[src/rtl/cuckoo_lookup_engine_if.sv]
// Request, hash, bucket-read and response signals of the cuckoo lookup engine.
// The engine connects through the slave modport. The environment connects
// through the master modport and owns the request source, the hash unit,
// the bucket memory and the response sink.
`timescale 1ns/1ps

interface cuckoo_lookup_engine_if #(
    parameter int IDX_BITS = 10,
    parameter int PFN_BITS = 40
);
    // Request handshake
    logic                  reqValid;
    logic                  reqReady;
    logic [44:0]           reqVPN;

    // External tabulation hash unit
    logic [44:0]           hashVPN;
    logic [1:0]            hashID;
    logic [31:0]           hashIn;

    // Bucket memory read port. Data returns one cycle after the strobe.
    logic                  memReadEn;
    logic [IDX_BITS+1:0]   memReadAddr;
    logic [45+PFN_BITS:0]  memReadData;

    // Response handshake and statistics
    logic                  respValid;
    logic                  respReady;
    logic                  respHit;
    logic [1:0]            respWay;
    logic [PFN_BITS-1:0]   respPFN;
    logic [31:0]           hitCount;
    logic [31:0]           missCount;

    modport slave (
        input  reqValid, reqVPN, hashIn, memReadData, respReady,
        output reqReady, hashVPN, hashID, memReadEn, memReadAddr,
               respValid, respHit, respWay, respPFN, hitCount, missCount
    );

    modport master (
        output reqValid, reqVPN, hashIn, memReadData, respReady,
        input  reqReady, hashVPN, hashID, memReadEn, memReadAddr,
               respValid, respHit, respWay, respPFN, hitCount, missCount
    );
endinterface

[src/rtl/cuckoo_lookup_engine.sv]
// Four-way cuckoo hash table lookup engine.
// For each way 0..3 the engine presents {VPN, way} to the external hash unit.
// It reads bucket {way, hash[IDX_BITS-1:0]} and compares the stored VPN one
// cycle later. The search stops at the first valid match. A miss is reported
// after all four ways have been probed. Saturating counters track hits and
// misses at result capture time.
`timescale 1ns/1ps

module cuckoo_lookup_engine #(
    parameter int          IDX_BITS = 10,
    parameter int          PFN_BITS = 40,
    // Reset value of both statistics counters. It stays zero in normal use;
    // a nonzero value lets saturation be reached without billions of lookups.
    parameter logic [31:0] CNT_INIT = 32'd0
) (
    input  logic                   clk,
    input  logic                   rst_n,
    cuckoo_lookup_engine_if.slave  bus
);

    typedef enum logic [1:0] {
        IDLE  = 2'd0,
        PROBE = 2'd1,
        CHECK = 2'd2,
        RESP  = 2'd3
    } state_e;

    // Layout of one bucket entry as returned by the memory
    typedef struct packed {
        logic                valid;
        logic [44:0]         vpn;
        logic [PFN_BITS-1:0] pfn;
    } entry_t;

    state_e              state_q,      state_d;
    logic [1:0]          way_q,        way_d;
    logic [44:0]         vpn_q,        vpn_d;
    logic                resp_hit_q,   resp_hit_d;
    logic [1:0]          resp_way_q,   resp_way_d;
    logic [PFN_BITS-1:0] resp_pfn_q,   resp_pfn_d;
    logic [31:0]         hit_count_q,  hit_count_d;
    logic [31:0]         miss_count_q, miss_count_d;

    entry_t              rd_entry;
    logic                hit;
    logic                unused_hash_bits;

    // Only the low IDX_BITS of the hash select a bucket
    assign unused_hash_bits = ^bus.hashIn[31:IDX_BITS];

    // Bucket read returned for the way probed in the previous cycle
    assign rd_entry = bus.memReadData;
    assign hit      = rd_entry.valid && (rd_entry.vpn == vpn_q);

    // Next-state logic: request capture, way walk, result capture, counters
    always_comb begin
        // NOTE: each *_d defaults to its register so that branches which do not
        // assign it infer no latch and keep the flop's value.
        state_d      = state_q;
        way_d        = way_q;
        vpn_d        = vpn_q;
        resp_hit_d   = resp_hit_q;
        resp_way_d   = resp_way_q;
        resp_pfn_d   = resp_pfn_q;
        hit_count_d  = hit_count_q;
        miss_count_d = miss_count_q;

        case (state_q)
            IDLE: begin
                if (bus.reqValid) begin
                    vpn_d   = bus.reqVPN;
                    way_d   = 2'd0;
                    state_d = PROBE;
                end
            end

            PROBE: begin
                state_d = CHECK;
            end

            CHECK: begin
                if (hit) begin
                    resp_hit_d = 1'b1;
                    resp_way_d = way_q;
                    resp_pfn_d = rd_entry.pfn;
                    state_d    = RESP;
                    if (hit_count_q != 32'hFFFF_FFFF) begin
                        hit_count_d = hit_count_q + 32'd1;
                    end
                end else if (way_q != 2'd3) begin
                    way_d   = way_q + 2'd1;
                    state_d = PROBE;
                end else begin
                    resp_hit_d = 1'b0;
                    resp_way_d = 2'd0;
                    resp_pfn_d = '0;
                    state_d    = RESP;
                    if (miss_count_q != 32'hFFFF_FFFF) begin
                        miss_count_d = miss_count_q + 32'd1;
                    end
                end
            end

            RESP: begin
                if (bus.respReady) begin
                    state_d = IDLE;
                end
            end

            default: begin
                state_d = IDLE;
            end
        endcase
    end

    // State, lookup context, captured result and counters
    always_ff @(posedge clk or negedge rst_n) begin
        // NOTE: non-blocking assignments make every flop sample pre-edge values,
        // independent of statement order.
        if (!rst_n) begin
            state_q      <= IDLE;
            way_q        <= 2'd0;
            vpn_q        <= '0;
            resp_hit_q   <= 1'b0;
            resp_way_q   <= 2'd0;
            resp_pfn_q   <= '0;
            hit_count_q  <= CNT_INIT;
            miss_count_q <= CNT_INIT;
        end else begin
            state_q      <= state_d;
            way_q        <= way_d;
            vpn_q        <= vpn_d;
            resp_hit_q   <= resp_hit_d;
            resp_way_q   <= resp_way_d;
            resp_pfn_q   <= resp_pfn_d;
            hit_count_q  <= hit_count_d;
            miss_count_q <= miss_count_d;
        end
    end

    // Outputs decoded from the registered state
    assign bus.reqReady    = (state_q == IDLE);
    assign bus.memReadEn   = (state_q == PROBE);
    assign bus.memReadAddr = {way_q, bus.hashIn[IDX_BITS-1:0]};
    assign bus.hashVPN     = vpn_q;
    assign bus.hashID      = way_q;
    assign bus.respValid   = (state_q == RESP);
    assign bus.respHit     = resp_hit_q;
    assign bus.respWay     = resp_way_q;
    assign bus.respPFN     = resp_pfn_q;
    assign bus.hitCount    = hit_count_q;
    assign bus.missCount   = miss_count_q;

endmodule

[src/flat_wrapper.sv]
// flat-port wrapper written by rule: the top's interface ports become plain ports
module cuckoo_lookup_engine_flat 
#(
    parameter int          IDX_BITS = 10,
    parameter int          PFN_BITS = 40,
                                                                            
                                                                              
    parameter logic [31:0] CNT_INIT = 32'd0
)
  (clk, rst_n, bus_reqValid, bus_reqVPN, bus_hashIn, bus_memReadData, bus_respReady, bus_reqReady, bus_hashVPN, bus_hashID, bus_memReadEn, bus_memReadAddr, bus_respValid, bus_respHit, bus_respWay, bus_respPFN, bus_hitCount, bus_missCount);
  cuckoo_lookup_engine_if #(.IDX_BITS(IDX_BITS), .PFN_BITS(PFN_BITS)) bus_i ();
  input  logic clk;
  input  logic rst_n;
  input wire logic [$bits(bus_i.reqValid)-1:0] bus_reqValid;
  input wire logic [$bits(bus_i.reqVPN)-1:0] bus_reqVPN;
  input wire logic [$bits(bus_i.hashIn)-1:0] bus_hashIn;
  input wire logic [$bits(bus_i.memReadData)-1:0] bus_memReadData;
  input wire logic [$bits(bus_i.respReady)-1:0] bus_respReady;
  output wire logic [$bits(bus_i.reqReady)-1:0] bus_reqReady;
  output wire logic [$bits(bus_i.hashVPN)-1:0] bus_hashVPN;
  output wire logic [$bits(bus_i.hashID)-1:0] bus_hashID;
  output wire logic [$bits(bus_i.memReadEn)-1:0] bus_memReadEn;
  output wire logic [$bits(bus_i.memReadAddr)-1:0] bus_memReadAddr;
  output wire logic [$bits(bus_i.respValid)-1:0] bus_respValid;
  output wire logic [$bits(bus_i.respHit)-1:0] bus_respHit;
  output wire logic [$bits(bus_i.respWay)-1:0] bus_respWay;
  output wire logic [$bits(bus_i.respPFN)-1:0] bus_respPFN;
  output wire logic [$bits(bus_i.hitCount)-1:0] bus_hitCount;
  output wire logic [$bits(bus_i.missCount)-1:0] bus_missCount;
  assign bus_i.reqValid = bus_reqValid;
  assign bus_i.reqVPN = bus_reqVPN;
  assign bus_i.hashIn = bus_hashIn;
  assign bus_i.memReadData = bus_memReadData;
  assign bus_i.respReady = bus_respReady;
  assign bus_reqReady = bus_i.reqReady;
  assign bus_hashVPN = bus_i.hashVPN;
  assign bus_hashID = bus_i.hashID;
  assign bus_memReadEn = bus_i.memReadEn;
  assign bus_memReadAddr = bus_i.memReadAddr;
  assign bus_respValid = bus_i.respValid;
  assign bus_respHit = bus_i.respHit;
  assign bus_respWay = bus_i.respWay;
  assign bus_respPFN = bus_i.respPFN;
  assign bus_hitCount = bus_i.hitCount;
  assign bus_missCount = bus_i.missCount;
  cuckoo_lookup_engine #(.IDX_BITS(IDX_BITS), .PFN_BITS(PFN_BITS), .CNT_INIT(CNT_INIT)) u_core (.clk(clk), .rst_n(rst_n), .bus(bus_i));
endmodule
[config.mk]
export PLATFORM = sky130hd
export DESIGN_NAME = cuckoo_lookup_engine_flat
export DESIGN_NICKNAME = d
export VERILOG_FILES = /design/src/rtl/cuckoo_lookup_engine_if.sv /design/src/rtl/cuckoo_lookup_engine.sv /design/src/flat_wrapper.sv
export SDC_FILE = /design/constraint.sdc
export NUM_CORES = 1
export LEC_CHECK = 0
export CORE_UTILIZATION = 35
export CTS_CLUSTER_SIZE = 24
export DETAILED_ROUTE_END_ITERATION = 8
export GPL_ROUTABILITY_DRIVEN = 0
export PLACE_DENSITY = 0.73
export SETUP_SLACK_MARGIN = 0.5
export SYNTH_ARGS = -nofsm -noshare
export SYNTH_HDL_FRONTEND = slang
export SYNTH_SLANG_ARGS = --single-unit
[constraint.sdc]
create_clock -name clk -period 2.3 [get_ports clk]
set_input_delay 0.46 -clock clk [delete_from_list [all_inputs] [get_ports clk]]
set_output_delay 0.46 -clock clk [all_outputs]
set_load 0.01 [all_outputs]
Yosys cells after proc, flatten, opt, wreduce, memory -nomap -nowiden

Cells that the tools add are included.
Widths: inputs -> output; s select.

Register bits: 156
ROM bits: 0
Memories kept: 0
Bits of input ports: 167
Output and inout bits: 169
RAM bits: 0
Word-level logic and storage cells: 49
Latch bits: 0

Magnitude comparators: 0
Equality and inequality tests: 12
Div/mod/pow operators: 0
Bitwise gates (word level): 2
Multiply operators: 0
Shift operators: 0
Reductions and logical operators: 9
Mux-type cells: 15
$add $sub $neg: 3

Operators by type and width:

| cell                  | number |
|---|---|
| $mux 40               | 2 |
| $add 32x1->32 const B | 2 |
| $ne 32x32->1 const B  | 2 |
| $eq 45x45->1          | 1 |
| $mux 2                | 9 |
| $ne 2x2->1 const B    | 4 |
| $pmux 2 s4            | 1 |
| $reduce_and 4->1      | 2 |
| $reduce_and 2->1      | 3 |
| $eq 2x2->1 const B    | 2 |
| $ne 2x1->1 const B    | 2 |
| $pmux 2 s2            | 1 |
| $reduce_and 3->1      | 1 |
| $add 2x1->2 const B   | 1 |
| $eq 2x1->1 const B    | 1 |
| $logic_not 2->1       | 1 |
| $mux 1                | 2 |
| $not 1->1             | 2 |
| $reduce_bool 2->1     | 1 |
| $logic_and 1x1->1     | 1 |

Longest topological paths before layout

Gate-level depths: netlist of run 1.

Depth in word-level cells: 4
Mapped depth: 10
Mapped depth without buffers: 8

Worst setup path after synthesis of run 1

OpenSTA, ideal clock, no wires.

Kind: input to register
Start point: in bus_memReadData[74]
End point: reg u_core.hit_count_q[14], in the netlist u_core.bus.hitCount[14]
Path slack: -0.124 ns
Cell stages on the path: 7
Data arrival time: 2.299 ns
Path buffers: 0
Data required time: 2.175 ns
Setup time: 0.125 ns
Path through: xor2_1 or4_4 nor4_4 nand4_1 nor3_2 nand4_1 xnor2_1

Cells in the longest elaborated chain, start to end: 3

Ends and longest elaborated chain:

| element                    | RTL line                    | text |
|---|---|---|
| start, declared            | flat_wrapper.sv:17          | `input wire logic [$bits(bus_i.memReadData)-1:0] bus_memReadData;` |
| $eq 45x45->1               | cuckoo_lookup_engine.sv:53  | `assign hit = rd_entry.valid && (rd_entry.vpn == vpn_q);` |
| $logic_and 1x1->1          | cuckoo_lookup_engine.sv:53  |  |
| $reduce_and 3->1 (no line) | n/a                         |  |
| end signal, assigned       | cuckoo_lookup_engine.sv:136 | `hit_count_q <= hit_count_d;` |
| end, declared              | cuckoo_lookup_engine.sv:41  | `logic [31:0] hit_count_q, hit_count_d;` |

Every way passes these cells.
A chain may end at the register's enable or synchronous reset.

Worst setup path in the final report of run 1

Start point: reg u_core.vpn_q[34], in the netlist u_core.bus.hashVPN[34]
End point: reg u_core.hit_count_q[20], in the netlist u_core.bus.hitCount[20]

Cells in the longest elaborated chain, start to end: 3

Ends and longest elaborated chain:

| element                    | RTL line                    | text |
|---|---|---|
| start, declared            | cuckoo_lookup_engine.sv:37  | `logic [44:0] vpn_q, vpn_d;` |
| start signal, assigned     | cuckoo_lookup_engine.sv:132 | `vpn_q <= vpn_d;` |
| $eq 45x45->1               | cuckoo_lookup_engine.sv:53  |  |
| $logic_and 1x1->1          | cuckoo_lookup_engine.sv:53  |  |
| $reduce_and 3->1 (no line) | n/a                         |  |

Every way passes these cells.

==> metrics.yaml, run 1 <==
synth_commonest_cells: "156 x dfrtp_1, 79 x xnor2_1, 60 x and3_1, 46 x mux2_2, 42 x a21o_1"
row_count: 53
async_flop_share_pct: 100.0
worst_clock_skew_ns: 0.009718
final_util_pct: 63.05
period_minus_slack_ns: 2.458
n_antenna_cell: 0
grt_pass1_wl_um: 37940
synth_area_leaders: "dfrtp_1 52%, xnor2_1 9.3%, mux2_2 6.9%"
rsz0062_at_grt: "yes"
yosysTopAreaCell: "dfrtp_1"
drt_wl_total_um: 24870
ant_nets: 0
drtIter0Drc: 296
drive_above_1_share_pct: 31.18
endpoint_kind: "register"
finalCritPeriodShare_pct: 106.9
area_growth_pct: 76.77
tightestPinTransition_ns: 0.7414
postSynthCellCount: 666
yosysMostFrequentCell: "dfrtp_1"
clk_path_buf_depth: 2
wl_per_cell_um: 18.09
ioPinCount: 336
setup_violations: 72
crit_type: "register to register"
ys.flop_type: "dfrtp_1"
ys_types: 41
core_um2: 20960
grt_max_degree: 60
antenna_found_initial: 0
hold_viol: 0
crit_required_ns: 2.61
yosys_warnings: 0
fmax_ghz: 0.4068
violations: "negative setup slack"
yosysSeqAreaShare_pct: 52.23
cts_tree: "done"
arrival_ns: 2.77
path_clk_slew_ns: 0.07
dr.pass1.iters: 4
setup_slack_ns: -0.1584
fin_total_pwr_mw: 10.55
cts_buffers: 17
timing.critical_path.fanout_max: 3
ys_ff_latch: 156
startpoint_type: "register"
syn-num-nets: 836
htreeDepth: 4
leakage_nw: 7.207
hold_path.class: "primary input to async pin"
netlist_area_um2: 7475
peakVddDrop_uv: 584.6
avgSynthCellArea_um2: 11.22
drc: 0
portBuffers: 293
p_per_area_nw_per_um2: 798.4
nets: 1257
status: "complete, but fails checks"
cts.sinks: 156
detailedPlace.worstSlack_ns: -0.7340
insertion_delay_ns: 0.43
fin_setup_tns_ns: -6.690
cts_root_buffer: "clkbuf_16"
die_x_um: 148.1
grt_pass1_vias: 6999
track_usage_pct: 22.61
gr-total-overflow: 0
synth_top_area_share_pct: 52.23
dp_hpwl_um: 17130
slew_headroom_pct: 50.39
dr_total_vias: 6821
maxCapViolCount: 0
synth_edf_count: 0
die_y_um: 148.1
maxSlewViolCount: 0
die_area_um2: 21940
vias_per_cell: 4.961
hold_ws_ns: 0.4837
initial_core_util_pct: 35.67
==> worst paths after layout <==
path | from | endpoint | slack (ns) | cells past startpoint
min | rst_n | u_core.bus.missCount[29] | 0.48 | 2
max in group asynchronous | rst_n | u_core.bus.missCount[1] | 1.16 | 3
max | u_core.bus.hashVPN[34] | u_core.bus.hitCount[20] | -0.16 | 9
min in group clk | u_core.bus.missCount[31] | u_core.bus.missCount[31] | 0.49 | 1
max reg2reg | u_core.bus.hashVPN[34] | u_core.bus.hitCount[20] | -0.16 | 9
min reg2reg | u_core.bus.missCount[31] | u_core.bus.missCount[31] | 0.49 | 1
==> critical path, cell delays in order (launching register included) <==
cell and delay [ns]:
dfrtp_1 0.39, xor2_1 0.16, or4_4 0.55, nor4_4 0.29, nand4_1 0.15, buf_4 0.18
nor3_4 0.21, buf_6 0.14, nand4_1 0.10, xnor2_1 0.16
==> cell usage in the layout (no fill, tap or decap), types with 9 or more instances in the layout <==
cell,count
a21o_1,42
and3_1,51
and3_4,9
buf_12,10
buf_4,110
buf_6,16
clkbuf_16,20
clkdlybuf4s50_1,116
dfrtp_1,149
dlygate4sd2_1,139
dlymetal6s2s_1,28
inv_1,9
mux2_2,43
nand2_1,20
nand2b_1,11
nand3_1,20
nand3_2,11
nand4_1,41
nor2_1,19
xnor2_1,49
xnor2_2,30
xor2_1,19
==> stage by stage <==
step	area (um^2)	cells
4_1_cts	12750	1363
3_5_place_dp	11540	1288
6_report	13210	1375
5_1_grt	13210	1375
3_3_place_gp	11540	1288
2_1_floorplan	7767	666
==> power breakdown <==
part	internal, mW	total (mW)	switching, mW
clock network	1.78	3.00	1.22
registers	3.22	3.66	0.440
logic	2.23	3.89	1.66
==> state kept, by name, summed over array words and instances (netlist names) <==
register              count
u_core.state_q            2
u_core.bus.hitCount      32
u_core.bus.hashVPN       45
u_core.bus.hashID         2
u_core.bus.respWay        2
u_core.bus.respHit        1
u_core.bus.missCount     32
u_core.bus.respPFN       40
==> cell type report <==
cell class / count / area, um^2
fillers: 1667 / 7742
well taps: 275 / 344.1
clock inverters: 12 / 161.4
inverters: 11 / 43.79
flip-flops and latches: 156 / 3913
multi-input cells: 465 / 4099
clock buffers: 20 / 456.7
repair buffers: 436 / 4195
==> cells by family after synthesis <==
family | count (synthesis) | share of synthesized area (%)
buffers and inverters | 45 | 2.963
flip-flops | 156 | 52.23
adder cells (fa/ha/maj) | 3 | 0.5022
AND/OR/NAND/NOR | 258 | 20.02
XOR/XNOR | 102 | 11.95
multiplexers | 47 | 7.064
AO/OA/AOI/OAI | 55 | 5.273
==> timing repair <==
| action | in CTS | in global routing |
|---|---|---|
| resized for setup | 234 | 78 |
| buffers inserted | 38 | 8 |
| cloned | 4 | 4 |
| hold endpoints to repair | 30 | 0 |
| setup endpoints to repair | 249 | 135 |
| pin swaps | 37 | 52 |
| hold buffers | 1 | 0 |
==> metal layers <==
layer | vias to the layer above | GRT usage [%] | wire length (um)
li1 | 3221 | - | -
met3 | 44 | 5.399 | 1479
met4 | 0 | 8.969 | 654
met1 | 3308 | 27.63 | 10040
met5 | - | 0 | 0
met2 | 248 | 38.38 | 12690
Note: power is estimated with default switching activity, not from simulation.
==> inputs of run 2 (changes only) <==
--- a/config.mk
+++ b/config.mk
@@ -8,8 +8,8 @@
 export CORE_UTILIZATION = 35
 export CTS_CLUSTER_SIZE = 24
 export DETAILED_ROUTE_END_ITERATION = 8
+export DONT_BUFFER_PORTS = 1
 export GPL_ROUTABILITY_DRIVEN = 0
-export PLACE_DENSITY = 0.73
 export SETUP_SLACK_MARGIN = 0.5
 export SYNTH_ARGS = -nofsm -noshare
 export SYNTH_HDL_FRONTEND = slang
==> run 2 against run 1 <==
The run ends with negative hold slack, negative setup slack left. Sequential cell count unchanged. Critical path type unchanged. Critical endpoint is now u_core.bus.missCount[29]. Largest power group is now sequential cells. Highest routed layer unchanged. Sequential power about the same. Largest cell class is now multi-input gates. Non-clock buffer count decreased by 305.
==> metrics.yaml, run 2 (same netlist as run 1, synthesis figures left out) <==
status: "complete, but fails checks"
violations: "negative hold slack, negative setup slack"
die_y_um: 148.1  # unchanged
gr-total-overflow: 0  # unchanged
multi_input_area_um2: 4095  # about the same
seqPwrFrac_pct: 39.6  # +4.9 points
crit_family: "simple AND/OR/NAND/NOR gates"
final_common_cell: "dfrtp_1"
dp_hpwl_um: 15200  # -11%
die_area_um2: 21940  # unchanged
dr.pass1.iters: 4  # unchanged
p_per_area_nw_per_um2: 915.7  # +15%
register_area_um2: 3909  # about the same
setup_violations: 78  # +8.3%
drt_wl_total_um: 22070  # -11%
arrival_ns: 2.78  # about the same
final_cells: 1071  # -22%
cp_num_buf_inv: 2  # unchanged
cts_tree: "done"
cts.sinks: 156  # unchanged
slowest_stage: "or4_4"
core_um2: 20960  # unchanged
path_clk_slew_ns: 0.06  # about the same
maxSlewViolCount: 0  # unchanged
combPwrFrac_pct: 31.7  # -5.2 points
ant_nets: 0  # unchanged
cts_buffers: 17  # unchanged
drtIter0Drc: 248  # -16%
tightestPinTransition_ns: 0.4326  # -0.3088 ns
p_switching_mw: 2.998  # -9.7%
design_area_um2: 10170  # -23%
cts_root_buffer: "clkbuf_16"
grt_max_degree: 157  # +160%
period_minus_slack_ns: 2.446  # -0.01241 ns
dr_total_vias: 5640  # -17%
largest_reg_flops: 45  # unchanged
drc: 0  # unchanged
cpPeakStageDelay_ns: 0.53  # -0.02 ns
path_cells: "xor2_2 > or4_4 > nor4_4 > nand4b_4 > buf_4 > and2_4 > buf_12 > nand4_1 > xnor2_1"
p_clk_share_pct: 28.7  # +0.3 points
clk_path_buf_depth: 2  # unchanged
internal_power_mw: 6.314  # -13%
vias_per_cell: 5.266  # +6.2%
drive_above_1_share_pct: 40.50  # +9.3 points
rsz0062_at_grt: "yes"
setup_slack_ns: -0.1460  # +0.01241 ns
grt_pass1_wl_um: 32220  # -15%
final.fill_count: 1894  # +14%
maxCapViolCount: 0  # unchanged
hold_viol: 156  # +156
insertion_delay_ns: 0.42  # about the same
portBuffers: 0  # -100%
switching_share_pct: 32.19  # +0.74 points
antenna_found_initial: 1  # +1
dpl-instance-area_um2: 8697  # -25%
worst_clock_skew_ns: 0.01373  # +0.004013 ns
slew_headroom_pct: 70.85  # +20 points
nets: 952  # -24%
die_x_um: 148.1  # unchanged
leakage_nw: 5.120  # -29%
rrSetupSlack_ns: -0.15  # about the same
initial_core_util_pct: 35.67  # unchanged
regToRegStartpoint: "u_core.bus.hashVPN[35]"
crit_required_ns: 2.63  # +0.02 ns
hold_path.class: "primary input to async pin"
post-place-cells: 1010  # -22%
final_cell_mix: "152 x dfrtp_1, 101 x buf_4, 53 x xnor2_1"
r2r_end: "u_core.bus.missCount[29]"
ff2ff_path_depth: 9  # unchanged
crit_type: "register to register"
grt_pass1_vias: 6082  # -13%
final_util_pct: 48.53  # -15 points
area_growth_pct: 36.06
row_count: 53  # unchanged
startpoint_type: "register"
timing.critical_path.fanout_max: 18  # +15
finalCritPeriodShare_pct: 106.3  # -0.54 points
track_usage_pct: 19.11  # -3.5 points
fmax_ghz: 0.4088  # +0.51%
ioPinCount: 336  # unchanged
htreeDepth: 4  # unchanged
wl_per_cell_um: 20.61  # +14%
hold_ws_ns: -0.2730  # -0.7567 ns
endpoint_kind: "register"
peakVddDrop_uv: 727.1  # +24%
[run 2: cell count changes in the layout (fill, tap and decap cells not counted), moves of 4 or more]
| cell | before | now |
|---|---|---|
| buf_12 | 10 | 6 |
| buf_16 | 4 | 0 |
| buf_4 | 110 | 101 |
| clkbuf_2 | 4 | 0 |
| clkdlybuf4s50_1 | 116 | 0 |
| dlygate4sd2_1 | 139 | 0 |
| dlymetal6s2s_1 | 28 | 0 |
| nand3_2 | 11 | 17 |
| xnor2_1 | 49 | 53 |
| xnor2_2 | 30 | 26 |
[run 2: metrics by stage]
stage / setup WS [ns] / power (mW) / TNS [ns]
4_1_cts: -0.1477 / 9.147 / -8.859
3_3_place_gp: -0.2290 / 6.309 / -14.26
6_report: -0.1460 / 9.312 / -6.053
5_1_grt: -0.2728 / 9.769 / -15.77
3_5_place_dp: -0.2740 / 6.384 / -16.68
2_1_floorplan: 0.02358 / 5.217 / 0
[run 2: timing repair]
action / CTS / global route
resized for setup: 54 / 66
cloned: 0 / 7
endpoints found under the setup margin: 111 / 111
pin swaps: 25 / 91
setup buffers: 11 / 10
hold endpoints to repair: 156 / 156
[run 2: power by group through the flow]
stage | clock network, mW | logic [mW] | registers [mW]
global placement | 0 | 2.66 | 3.64
global route | 2.84 | 3.17 | 3.75
finish | 2.67 | 2.95 | 3.69
CTS | 2.73 | 2.79 | 3.63
detailed placement | 0 | 2.72 | 3.67
floorplan | 0 | 1.33 | 3.89
[run 2: worst max-delay path by stage]
stage	start	to	slack, ns	cells after the start
after floorplan	u_core.bus.hashVPN[12]	u_core.bus.hitCount[14]	0.02	7
after global placement	bus_memReadData[75]	u_core.bus.respPFN[8]	-0.23	9
after detailed placement	bus_memReadData[75]	u_core.bus.respPFN[6]	-0.27	9
after CTS	u_core.bus.hashVPN[35]	u_core.bus.respPFN[20]	-0.15	8
after global routing	u_core.bus.hashVPN[35]	u_core.bus.hitCount[20]	-0.27	9
final	u_core.bus.hashVPN[35]	u_core.bus.missCount[29]	-0.15	9
[run 2: cell type report]
| cell class | instances | share of cell area, % |
|---|---|---|
| repair buffers | 131 | 11.95 |
| clock inverters | 9 | 0.6152 |
| well taps | 275 | 3.383 |
| flip-flops and latches | 156 | 38.43 |
| multi-input cells | 465 | 40.27 |
| inverters | 11 | 0.4306 |
| clock buffers | 23 | 4.897 |
| diodes | 1 | 0.02461 |
[run 2: layer usage]
metal	vias up	wire, um	track usage (%)
met1	2776	8494	21.84
li1	2594	-	-
met2	234	11200	32.32
met4	0	514	8.247
met5	-	0	0
met3	36	1865	6.656
==> edit 1: new RTL, settings of run 1 <==
`PFN_BITS` is set to 40 in 3 places; all go to 44.
--- a/src/rtl/cuckoo_lookup_engine_if.sv
+++ b/src/rtl/cuckoo_lookup_engine_if.sv
@@ -6,7 +6,7 @@
 
 interface cuckoo_lookup_engine_if #(
     parameter int IDX_BITS = 10,
-    parameter int PFN_BITS = 40
+    parameter int PFN_BITS = 44
 );
     // Request handshake
     logic                  reqValid;
--- a/src/rtl/cuckoo_lookup_engine.sv
+++ b/src/rtl/cuckoo_lookup_engine.sv
@@ -8,7 +8,7 @@
 
 module cuckoo_lookup_engine #(
     parameter int          IDX_BITS = 10,
-    parameter int          PFN_BITS = 40,
+    parameter int          PFN_BITS = 44,
     // Reset value of both statistics counters. It stays zero in normal use;
     // a nonzero value lets saturation be reached without billions of lookups.
     parameter logic [31:0] CNT_INIT = 32'd0
--- a/src/flat_wrapper.sv
+++ b/src/flat_wrapper.sv
@@ -2,7 +2,7 @@
 module cuckoo_lookup_engine_flat 
 #(
     parameter int          IDX_BITS = 10,
-    parameter int          PFN_BITS = 40,
+    parameter int          PFN_BITS = 44,
                                                                             
                                                                               
     parameter logic [31:0] CNT_INIT = 32'd0
Interface: changed (resized bus_memReadData and bus_respPFN); port bits go from 336 to 344. No check against the original RTL was run, so the function may have changed too.
==> edit 1 against run 1 <==
- die area grew 2.6%
- worst hold slack got worse by 0.46 ns
- via count rose by 4.9%
- final cell count grew 5.7%
- clock power down 4%
- sequential cell count rose by 4
- the flow still finishes with violations (negative setup slack)
- cell area increased by 4.9%
- total power increased by 7.2%
- area after synthesis grew 2.7%
- critical path type unchanged
- wire length grew 6.7%
- core utilization grew 2.1 points
- largest cell class unchanged
- setup slack got worse by 0.068 ns
- synthesized cell count grew 8.1%
==> edit 1: results (changes against run 1) <==
Routing
  – DRT iter0 DRCs: 259 (was 296)
  – Wire length on met1: 9.835 mm (was 10.04 mm)
  – Met3 wire len: 2.037 mm (was 1.479 mm)
  – Average routed wire per standard cell: 18.26 um (was 18.09 um)
  – Routed vias: 7157 (was 6821)

Setup path
  – CP arrival: 2.87 ns (was 2.77 ns)
  – Crit Path Max Fanout: 5 (was 3)

Synth
  – Post-Synth XOR/XNOR Area: 11.30% (was 11.95%)
  – Count of different cell masters after synthesis: 44 (was 41)
  – Area share of fa/ha/maj cells after synthesis: 0.4891% (was 0.5022%)
  – List of most frequent post-synthesis cells: dfrtp_1, nand2_1, nand3_1 (was dfrtp_1, xnor2_1, and3_1)
  – Seq/Total Area, Yosys: 52.17% (was 52.23%)
  – Mux share of post-synthesis cell area: 6.456% (was 7.064%)
  – Ranking of synthesized cells by area: dfrtp_1, xnor2_1, mux2_2 (unchanged)

Placed design
  – DP Area: 0.01202 mm^2 (was 0.01154 mm^2)
  – Setup WS pre-CTS: -0.7323 ns (was -0.7340 ns)
  – Final HPWL DP: 18.00 mm (was 17.13 mm)
  – PortBufs: 301 (was 293)

Timing
  – Fin worst setup slack: -0.2264 ns (was -0.1584 ns)
  – Max transition margin: 45.17% (was 50.39%)
  – Setup TNS: -15.65 ns (was -6.690 ns)
  – Final Setup Violations: 113 (was 72)

GRT
  – Total track usage: 22.02% (was 22.61%)
  – Met1 usage in global routing: 24.54% (was 27.63%)
  – Initial antenna violation count: 2 (was 0)
  – Largest net degree at the start of global routing: 59 (was 60)
  – Met3 GRT Util: 6.738% (was 5.399%)
  – Global-route wire length before repair: 37.92 mm (was 37.94 mm)
  – Grt met2 use: 39.79% (was 38.38%)

Power and ir drop
  – Maximum VDD drop: 0.7048 mV (was 0.5846 mV)

CTS
  – Post-CTS Resized: 253 (was 234)
  – Setup bufs post-CTS: 21 (was 38)

Finish
  – # nets final: 1339 (was 1257)

Outcome
  – Outcome: finished, violations left (unchanged)
  – Failing checks: negative setup slack (unchanged)
## edit 1: final timing paths
path / startpoint / end / slack (ns) / depth (start not counted)
max: u_core.bus.hashVPN[34] / u_core.bus.hitCount[11] / -0.23 / 10
min: rst_n / u_core.bus.hitCount[11] / 0.02 / 1
max reg2reg: u_core.bus.hashVPN[34] / u_core.bus.hitCount[11] / -0.23 / 10
min reg2reg: u_core.bus.respPFN[9] / u_core.bus.respPFN[9] / 0.48 / 2
max in group asynchronous: rst_n / u_core.bus.hashVPN[7] / 1.62 / 2
min in group clk: u_core.bus.respPFN[9] / u_core.bus.respPFN[9] / 0.48 / 2
## edit 1: worst max-delay path: stages (launching register included)
cell	delay (ns)
dfrtp_1	0.39
xnor2_1	0.21
buf_4	0.17
nand2_2	0.05
or4_4	0.50
nor4_4	0.39
nand2_4	0.11
buf_12	0.16
buf_16	0.14
nor3_4	0.19
xnor2_1	0.13
## edit 1: stage by stage
stage          cells  total power (uW)  hold WS, ns  util [%]
4_1_cts         1429             10950      0.03494     61.21
5_1_grt         1454             11850      0.05087     65.14
3_5_place_dp    1375              8144       0.4628     56.46
3_3_place_gp    1375              8100       0.4676     56.46
2_1_floorplan    720              5453       0.1644         -
6_report        1454             11310      0.01877     65.14
## edit 1: layout make-up
| cell class | instances | area [um^2] |
|---|---|---|
| timing repair buffer | 464 | 4528 |
| inverter | 10 | 40.04 |
| antenna | 2 | 5.005 |
| clock inverter | 13 | 152.6 |
| sequential | 160 | 4019 |
| multi-input combinational | 512 | 4348 |
| tap | 275 | 344.1 |
| fill | 1683 | 7421 |
| clock buffer | 18 | 429.2 |
## edit 1: power by group
part | total (uW) | switching, uW | internal [uW]
sequential | 3780 | 483 | 3300
clock | 2870 | 1250 | 1620
combinational | 4650 | 1890 | 2760
total | 11300 | 3620 | 7690
==> edit 2: new RTL, settings of run 1 <==
Without the edit above. Re-encode `state_e` (4 states) as one-hot, 4 bits wide.
--- a/src/rtl/cuckoo_lookup_engine.sv
+++ b/src/rtl/cuckoo_lookup_engine.sv
@@ -18,11 +18,11 @@
     cuckoo_lookup_engine_if.slave  bus
 );
 
-    typedef enum logic [1:0] {
-        IDLE  = 2'd0,
-        PROBE = 2'd1,
-        CHECK = 2'd2,
-        RESP  = 2'd3
+    typedef enum logic [3:0] {
+        IDLE  = 4'b0001,
+        PROBE = 4'b0010,
+        CHECK = 4'b0100,
+        RESP  = 4'b1000
     } state_e;
 
     // Layout of one bucket entry as returned by the memory
Behaviour: same outputs for any inputs over 4 cycles, from zero or initial values and one cycle with rst_n low; so few cycles prove little.
==> edit 2 against run 1 <==
- the flow still finishes with violations (negative setup slack)
- register-to-register slack better by 0.05 ns
- total power down 3.2%
- clock skew up 0.0017 ns
- wire length up 0.41%
- sequential share of layout area down 0.42 points
- setup slack better by 0.012 ns
- area after synthesis down 3.4%
- cell area up 2.8%
- maximum frequency up 0.48%
- global-route usage down 0.67 points
- sequential cell count up 2
- critical path type is now in -> reg
==> edit 2: results (changes against run 1) <==
Outcome
  – Outcome: finished, violations left (unchanged)
  – Failing checks: negative setup slack (unchanged)

CTS
  – Post-CTS Resized: 269 (was 234)

Finish
  – # nets final: 1248 (was 1257)
  – Nonclk buf count: 441 (was 436)
  – Non-clk buf share: 33.43% (was 31.75%)
  – Reg area: 0.003964 mm^2 (was 0.003913 mm^2)
  – Multi-input gate share of total cell area: 30.74% (was 31.02%)
  – Multi-input gate count: 452 (was 465)
  – CLK BUF: 21 (was 20)
  – Fillers: 1504 (was 1667)
  – Inverters: 8 (was 11)
  – Final clock-cell share: 3.934% (was 4.678%)
  – Seq cells: 158 (was 156)

Timing
  – Max transition margin: 62.78% (was 50.39%)
  – Clock skew: 0.01145 ns (was 0.009718 ns)
  – Fin worst setup slack: -0.1467 ns (was -0.1584 ns)
  – Final Setup Violations: 52 (was 72)

Synth
  – Ranking of synthesized cells by area: dfrtp_1, xnor2_1, mux2_2 (unchanged)
  – Syn_nets: 826 (was 836)
  – Synth Area in Compound Gates: 4.141% (was 5.273%)
  – Mux share of post-synthesis cell area: 7.330% (was 7.064%)
  – Area share of fa/ha/maj cells after synthesis: 0.5198% (was 0.5022%)
  – Count of different cell masters after synthesis: 42 (was 41)
  – Post-Synth XOR/XNOR Area: 12.37% (was 11.95%)
  – List of most frequent post-synthesis cells: dfrtp_1, nand2_1, xnor2_1 (was dfrtp_1, xnor2_1, and3_1)

Setup path
  – Crit-path slowest cell: clkdlybuf4s50_1 (was or4_4)
  – Critical path's top delay family: buffers and inverters (was simple AND/OR/NAND/NOR gates)

Routing
  – DRT iter0 DRCs: 260 (was 296)
  – Post-DR vias/cell: 4.885 (was 4.961)

Power and ir drop
  – Leakage: 0.006644 uW (was 0.007207 uW)
  – Maximum VDD drop: 0.6502 mV (was 0.5846 mV)
  – Power Dens Cells: 751.7 mW/mm^2 (was 798.4 mW/mm^2)

GRT
  – Vias in the first global route: 6868 (was 6999)
  – Global-route wire length before repair: 36.24 mm (was 37.94 mm)

Placed design
  – Setup WS pre-CTS: -0.8019 ns (was -0.7340 ns)
  – DP Area: 0.01115 mm^2 (was 0.01154 mm^2)

Worst hold path
  – Tightest Hold Check Type: reg -> reg (was in -> async)
edit 2: cell count changes after synthesis, moves of 5 or more:
cell             run 1  this run
nand2_1             28       109
nand3_1             38        29
o21ai_0              5        44
a21o_1              42         1
nand4_1             41        36
xnor2_1             79        96
and3_1              60        24
clkbuf_1            16        21
nor3_1              15         2
nor2_1              27        10
xor2_1              23         6
nand2b_1            11         4
edit 2: path summary, 6_finish.rpt:
check | from | to | slack [ns] | cells after the start
max | bus_memReadData[71] | u_core.bus.hitCount[1] | -0.15 | 11
min | u_core.bus.respHit | u_core.bus.respHit | 0.47 | 1
max reg2reg | u_core.bus.hashVPN[40] | u_core.bus.hitCount[1] | -0.11 | 10
min reg2reg | u_core.bus.respHit | u_core.bus.respHit | 0.47 | 1
max in group asynchronous | rst_n | u_core.bus.hashID[1] | 1.06 | 3
min in group asynchronous | rst_n | u_core.bus.missCount[1] | 0.53 | 2
edit 2: metal layers:
metal,share of wire (%),track usage [%],up-vias
met4,1.9,7.842,0
met5,0,0,-
met2,52,37.88,234
li1,-,-,3101
met3,7.0,7.680,32
met1,39,25.13,3282
edit 2: stage by stage:
| step | cells | total power [uW] | hold WS [ns] | setup TNS [ns] |
|---|---|---|---|---|
| 6_report | 1361 | 10210 | 0.4706 | -2.905 |
| 5_1_grt | 1361 | 10670 | 0.5127 | -8.521 |
| 4_1_cts | 1338 | 9384 | 0.4790 | -2.371 |
| 3_5_place_dp | 1262 | 6902 | 0.4298 | -76.31 |
| 3_3_place_gp | 1262 | 6868 | 0.4227 | -79.63 |
| 2_1_floorplan | 656 | 4957 | 0.1644 | 0 |
edit 2: report_power, final:
group	switching, uW	internal (uW)
combinational	1490	2460
clock	1200	1420
sequential	409	3230
